`config.mk`:
```
export PLATFORM = sky130hd
export DESIGN_NAME = serial_word_feeder
export DESIGN_NICKNAME = d
export VERILOG_FILES = /design/src/rtl/serial_word_feeder.sv
export SDC_FILE = /design/constraint.sdc
export NUM_CORES = 1
export LEC_CHECK = 0
export CORE_MARGIN = 10
export CORE_UTILIZATION = 53
export DETAILED_ROUTE_END_ITERATION = 8
export PLACE_DENSITY = 0.78
export SYNTH_ARGS = -nofsm -noshare
export SYNTH_HDL_FRONTEND = slang
export SYNTH_SLANG_ARGS = --single-unit
```
`constraint.sdc`:
```
create_clock -name clk -period 3.47 [get_ports clk]
set_input_delay 0.694 -clock clk [delete_from_list [all_inputs] [get_ports clk]]
set_output_delay 0.694 -clock clk [all_outputs]
set_load 0.02 [all_outputs]
```
`src/rtl/serial_word_feeder.sv`:
```
// serial_word_feeder
// Accepts a parallel word while idle, pulses a clear to the downstream
// residue detector, streams the word MSB first with its bit index, and
// pulses done once the last bit has been sent. All outputs are registered.
module serial_word_feeder #(
    parameter int WIDTH = 8
) (
    input  logic                     clk,
    input  logic                     reset,
    input  logic                     load,
    input  logic [WIDTH-1:0]         data_in,
    output logic                     ready,
    output logic                     det_reset,
    output logic                     ser_out,
    output logic                     ser_valid,
    output logic [$clog2(WIDTH)-1:0] bit_idx,
    output logic                     done
);

    localparam int CW = $clog2(WIDTH);

    typedef enum logic [1:0] {
        ST_IDLE  = 2'd0,
        ST_CLEAR = 2'd1,
        ST_SHIFT = 2'd2,
        ST_DONE  = 2'd3
    } state_t;

    state_t           r_state;
    logic [WIDTH-1:0] r_shift;
    logic [CW-1:0]    r_cnt;
    logic             r_ready;
    logic             r_det_reset;
    logic             r_ser_out;
    logic             r_ser_valid;
    logic [CW-1:0]    r_bit_idx;
    logic             r_done;

    // State, datapath and registered outputs, all updated together so every
    // output reflects the state it is registered alongside.
    always_ff @(posedge clk) begin
        if (reset) begin
            r_state     <= ST_IDLE;
            r_shift     <= '0;
            r_cnt       <= '0;
            r_ready     <= 1'b1;
            r_det_reset <= 1'b0;
            r_ser_out   <= 1'b0;
            r_ser_valid <= 1'b0;
            r_bit_idx   <= '0;
            r_done      <= 1'b0;
        end else begin
            case (r_state)
                ST_IDLE: begin
                    r_det_reset <= 1'b0;
                    r_ser_out   <= 1'b0;
                    r_ser_valid <= 1'b0;
                    r_bit_idx   <= '0;
                    r_done      <= 1'b0;
                    if (load) begin
                        r_shift     <= data_in;
                        r_cnt       <= CW'(WIDTH - 1);
                        r_state     <= ST_CLEAR;
                        r_ready     <= 1'b0;
                        r_det_reset <= 1'b1;
                    end else begin
                        r_ready     <= 1'b1;
                    end
                end

                ST_CLEAR: begin
                    // First bit is presented straight from the captured word.
                    r_state     <= ST_SHIFT;
                    r_det_reset <= 1'b0;
                    r_ready     <= 1'b0;
                    r_ser_valid <= 1'b1;
                    r_ser_out   <= r_shift[WIDTH-1];
                    r_bit_idx   <= r_cnt;
                    r_done      <= 1'b0;
                end

                ST_SHIFT: begin
                    r_shift <= {r_shift[WIDTH-2:0], 1'b0};
                    if (r_cnt == '0) begin
                        r_state     <= ST_DONE;
                        r_ser_valid <= 1'b0;
                        r_ser_out   <= 1'b0;
                        r_bit_idx   <= '0;
                        r_done      <= 1'b1;
                    end else begin
                        // Outputs track the post-shift MSB and counter.
                        r_cnt       <= r_cnt - 1'b1;
                        r_ser_valid <= 1'b1;
                        r_ser_out   <= r_shift[WIDTH-2];
                        r_bit_idx   <= r_cnt - 1'b1;
                        r_done      <= 1'b0;
                    end
                    r_ready     <= 1'b0;
                    r_det_reset <= 1'b0;
                end

                ST_DONE: begin
                    r_state     <= ST_IDLE;
                    r_ready     <= 1'b1;
                    r_done      <= 1'b0;
                    r_det_reset <= 1'b0;
                    r_ser_valid <= 1'b0;
                    r_ser_out   <= 1'b0;
                    r_bit_idx   <= '0;
                end

                default: begin
                    r_state     <= ST_IDLE;
                    r_shift     <= '0;
                    r_cnt       <= '0;
                    r_ready     <= 1'b1;
                    r_det_reset <= 1'b0;
                    r_ser_out   <= 1'b0;
                    r_ser_valid <= 1'b0;
                    r_bit_idx   <= '0;
                    r_done      <= 1'b0;
                end
            endcase
        end
    end

    assign ready     = r_ready;
    assign det_reset = r_det_reset;
    assign ser_out   = r_ser_out;
    assign ser_valid = r_ser_valid;
    assign bit_idx   = r_bit_idx;
    assign done      = r_done;

endmodule

```
==> Yosys cells after proc, flatten, opt, wreduce, memory -nomap -nowiden <==
Index checks and enable logic that the tools add are counted.
{ "op_classes": {"addsub": 1, "n_reduce_logical": 10, "eq_ne": 6, "n_mux": 20} }
{ "op_table": {"columns": ["cell", "count"], "rows": [
  ["$pmux W8 S2", 1],
  ["$mux W3", 3],
  ["$pmux W1 S3", 3],
  ["$pmux W3 S3", 1],
  ["$mux W8", 1],
  ["$pmux W2 S4", 1],
  ["$ne A2 B2 Y1 const B", 3],
  ["$pmux W3 S2", 1],
  ["$reduce_or A3 Y1", 2],
  ["$mux W1", 5],
  ["$eq A2 B2 Y1 const B", 2],
  ["$mux W2", 2],
  ["$pmux W1 S2", 2],
  ["$reduce_and A2 Y1", 2],
  ["$reduce_or A2 Y1", 2],
  ["$logic_not A3 Y1", 1],
  ["$reduce_and A3 Y1", 1],
  ["$sub A3 B1 Y3 const B", 1],
  ["$eq A2 B1 Y1 const B", 1],
  ["$logic_not A2 Y1", 1],
  ["$reduce_bool A2 Y1", 1]
]} }
{ "totals": {"register_bits": 21, "output_inout_bits": 8, "input_bits": 11, "elab_cells": 46} }

==> Logic depth before layout (Yosys ltp) <==
{ "depth": {"depth_word": 3, "mapped_depth": 6, "ltp_nobuf": 6} }

==> Worst setup path after synthesis <==
No wires, ideal clock.
{ "synth_timing": {"path_type": "register to register", "startpoint": "reg r_cnt[0]", "endpoint": "reg r_bit_idx[1], in the netlist bit_idx[1]", "path_buffers": 0, "path_stages_with_launch": 7, "synth_period_minus_slack_ns": 1.479, "t_required_ns": 3.400, "path_slack_ns": 1.991, "arrival_time_ns": 1.409, "setup_time_ns": 0.070, "path_cell_list": "dfxtp_1 inv_1 ha_1 ha_1 nand2b_1 or3_1 a21oi_1"} }
{ "synth_via": {"elab_chain_cells": 3, "word_cells_on_any_way": 4, "classes_between": "add/sub (1); mux (2); reduce/logical (1)"} }
{ "synth_lines": {"columns": ["item", "line_no", "rtl"], "rows": [
  ["start, declared", "31", "logic [CW-1:0] r_cnt;"],
  ["start signal, assigned", "62", "r_cnt <= CW'(WIDTH - 1);"],
  ["start signal, assigned", "92", "r_cnt <= r_cnt - 1'b1;"],
  ["$sub A3 B1 Y3 or $logic_not A3 Y1 (tied branches)", "95, 84", null],
  ["$mux W3 (*)", "84", "if (r_cnt == '0) begin"],
  ["$pmux W3 S3 (*)", "53", "case (r_state)"],
  ["end signal, assigned", "78", "r_bit_idx <= r_cnt;"],
  ["end signal, assigned", "95", "r_bit_idx <= r_cnt - 1'b1;"],
  ["end, declared", "36", "logic [CW-1:0] r_bit_idx;"]
]} }
Mark *: on every way between the ends. The rest lies on a longest branch, timed or not.
A chain may end at the register's enable or synchronous reset.

==> Final worst setup path <==
{ "layout_timing": {"startpoint": "reg r_bit_idx[1], in the netlist bit_idx[1]", "endpoint": "out bit_idx[1]"} }
{ "layout_rtl": {"columns": ["item", "line_no", "rtl"], "rows": [
  ["end, declared", "16", "output logic [$clog2(WIDTH)-1:0] bit_idx,"]
]} }
No word-level cell between the ends.

==> results_dict.tcl <==
set metrics [dict create \
    drc 0 \
    postRouteWirelength_um 1830 \
    clockBufferDepth 2 \
    p_leak_nw 0.450 \
    clock_sinks 21 \
    ys_warn_count 0 \
    async_flop_share_pct 0 \
    power_density_mw_per_mm2 821 \
    synthCells 102 \
    antenna_found_initial 0 \
    portBuffers 18 \
    crit_path_start "bit_idx[1]" \
    worst-path-stages 1 \
    nets 138 \
    fp.dieW_um 62.9 \
    r2r_cells 5 \
    hold_viol 0 \
    crit_path_start_kind "flip-flop" \
    hold_class "reg2reg" \
    worst_slack_ns 1.55 \
    synth_cell_type_count 26 \
    grt_pass1_wl_um 3020 \
    maxCapViolCount 0 \
    peakVddDrop_uv 434 \
    drive_above_1_share_pct 8.40 \
    diodes 0 \
    synth_common_cells "dfxtp_1 (21), a21oi_1 (11), nor2_1 (8)" \
    rsz0062_at_grt "false" \
    grt_pass1_vias 718 \
    slowest_stage "clkdlybuf4s50_1" \
    cts_made_buffers 3 \
    crit_type "reg2out" \
    core_area_mm2 0.00173 \
    clkTransAtPathRegs_ns 0.11 \
    holdWs_ns 0.473 \
    min_period_ns 1.92 \
    finalCoreUtilization_pct 68.1 \
    synthTopCellsByArea "dfxtp_1 (43%), ha_1 (9.0%), mux2i_1 (7.2%)" \
    path_cells "clkdlybuf4s50_1" \
    via_count 741 \
    die_y_um 62.9 \
    die-area_mm2 0.00395 \
    max_slew_margin_pct 49.1 \
    grt_util_all_layers_pct 9.03 \
    use_met2_pct 15.5 \
    slowest_delay_ns 0.60 \
    areaGrowthSynthToFinish_pct 20.8 \
    hold_buffers 0 \
    routabilityCongestion 0.837 \
    start_util_pct 56.4 \
    path_buf_inv 1 \
    num_rows 15 \
    setup_viol 0 \
    layout.cells.non_filler 144 \
    slew_violations 0 \
    initialDrtViolationCount 5 \
    cts_tree "built" \
    synth-edff-count 0 \
    grt_max_degree 21 \
    cp-endpoint "bit_idx[1]" \
    end_kind "output port" \
    worst_pin_slew_ns 0.762 \
    busiest_layer "met2" \
    yosysMostFrequentCell "dfxtp_1" \
    layout_worst_path_cycle_share_pct 55.3 \
    yosys_register_bits 21 \
    cpLargestDelayFamily "buffers and inverters" \
    rrSetupSlack_ns 1.58 \
    avgSynthCellArea_um2 9.54 \
    wire_per_inst_um 12.7 \
    status "complete, no violations" \
    post_drt_via_cell_ratio 5.15 \
    r2r-end "bit_idx[1]" \
    io_pins 19 \
    num-fill-cells 155 \
    r2r-start "r_state[0]" \
    netlist_area_um2 973 \
    critPathMaxFanout 1 \
    synth_nets 120 \
    worstPathArrival_ns 1.23 \
    max_freq_mhz 521 \
    finalClockSkew_ns 0.00649 \
    preCtsSetupSlack_ns 1.36 \
    met3_usage_pct 2.87 \
    met1_usage_pct 9.90 \
    drt.antenna.violating_nets 0 \
    cp_data_required_time_ns 2.78 \
    h-tree-depth 1 \
    post-cts-setup-buffer-count 0 \
    synth_flop_cell "dfxtp_1" \
    overflow 0 \
    cts_resized 0 \
    clk_latency_ns 0.30 \
    firstDrtPassIters 5 \
    dp.cells 140 \
    ys_seq_area_share_pct 43.2 \
    cts_root_buffer "clkbuf_4" \
    synth_top_area_cell "dfxtp_1" \
    synth_top_area_share_pct 43.2 \
    finalSetupTns_ns 0 \
    dp_hpwl_um 1350 \
]
[power by group]
group	leakage, nW	switching [mW]	internal, mW
sequential	0.173	0.0530	0.328
clock	0.0150	0.0724	0.0447
combinational	0.262	0.257	0.211
total	0.450	0.382	0.584
[kinds of logic after synthesis]
logic type	count (synthesis)	synth area share (%)
AOI/OAI and AO/OA	23	15.9
adders and majority gates	7	9.00
buffers and inverters	12	6.30
DFF	21	43.2
muxes	8	8.74
and+or+nand+nor	31	16.8
[metal layers]
layer / vias up / part of all wire [%]
li1: 389 / -
met1: 335 / 46
met2: 15 / 49
met3: 2 / 4.3
met4: 0 / 0.71
met5: - / 0
[registers in the layout, summed over array words and instances, names as in the netlist]
name / flops
done: 1
r_cnt: 3
r_state: 2
bit_idx: 3
r_shift: 8
ser_out: 1
ready: 1
det_reset: 1
ser_valid: 1
[through the flow]
step	power [mW]	cell area, um2
after global placement	0.835	1150
after detailed placement	0.855	1150
after CTS	0.971	1180
after global routing	1.03	1180
after floorplan	0.749	973
final	0.966	1180
[area by class of cell]
type	instances	area (um2)	share of cell area, %
timing repair buffer	18	180	15.3
tap	25	31.3	2.66
multi-input combinational	69	492	41.8
clock buffer	4	26.3	2.23
inverter	7	26.3	2.23
sequential	21	420	35.7
[worst min-delay path by stage]
| stage | startpoint | to | slack (ns) | depth (start not counted) |
|---|---|---|---|---|
| 4_1_cts | r_shift[7] | ser_out | 0.47 | 2 |
| 3_5_place_dp | r_shift[7] | ser_out | 0.46 | 2 |
| 2_1_floorplan | r_shift[7] | ser_out | 0.43 | 2 |
| 6_report | r_shift[7] | ser_out | 0.47 | 2 |
| 3_3_place_gp | r_shift[7] | ser_out | 0.44 | 2 |
| 5_1_grt | r_shift[0] | r_shift[0] | 0.51 | 2 |
[cells in the final DEF, fill, tap and decap left out, types with 2 or more instances in the layout]
cell type,instances
dfxtp_1,21
a211oi_2,3
nand3b_1,2
a21oi_1,11
nor2_1,8
o21ai_0,2
ha_1,7
or3_1,2
nand2_1,6
mux2i_1,7
inv_1,7
nor2_2,3
clkdlybuf4s50_1,18
nor2b_1,2
a211oi_1,7
clkbuf_4,3
nor3_1,2
Power figures use the tool's default switching activity.
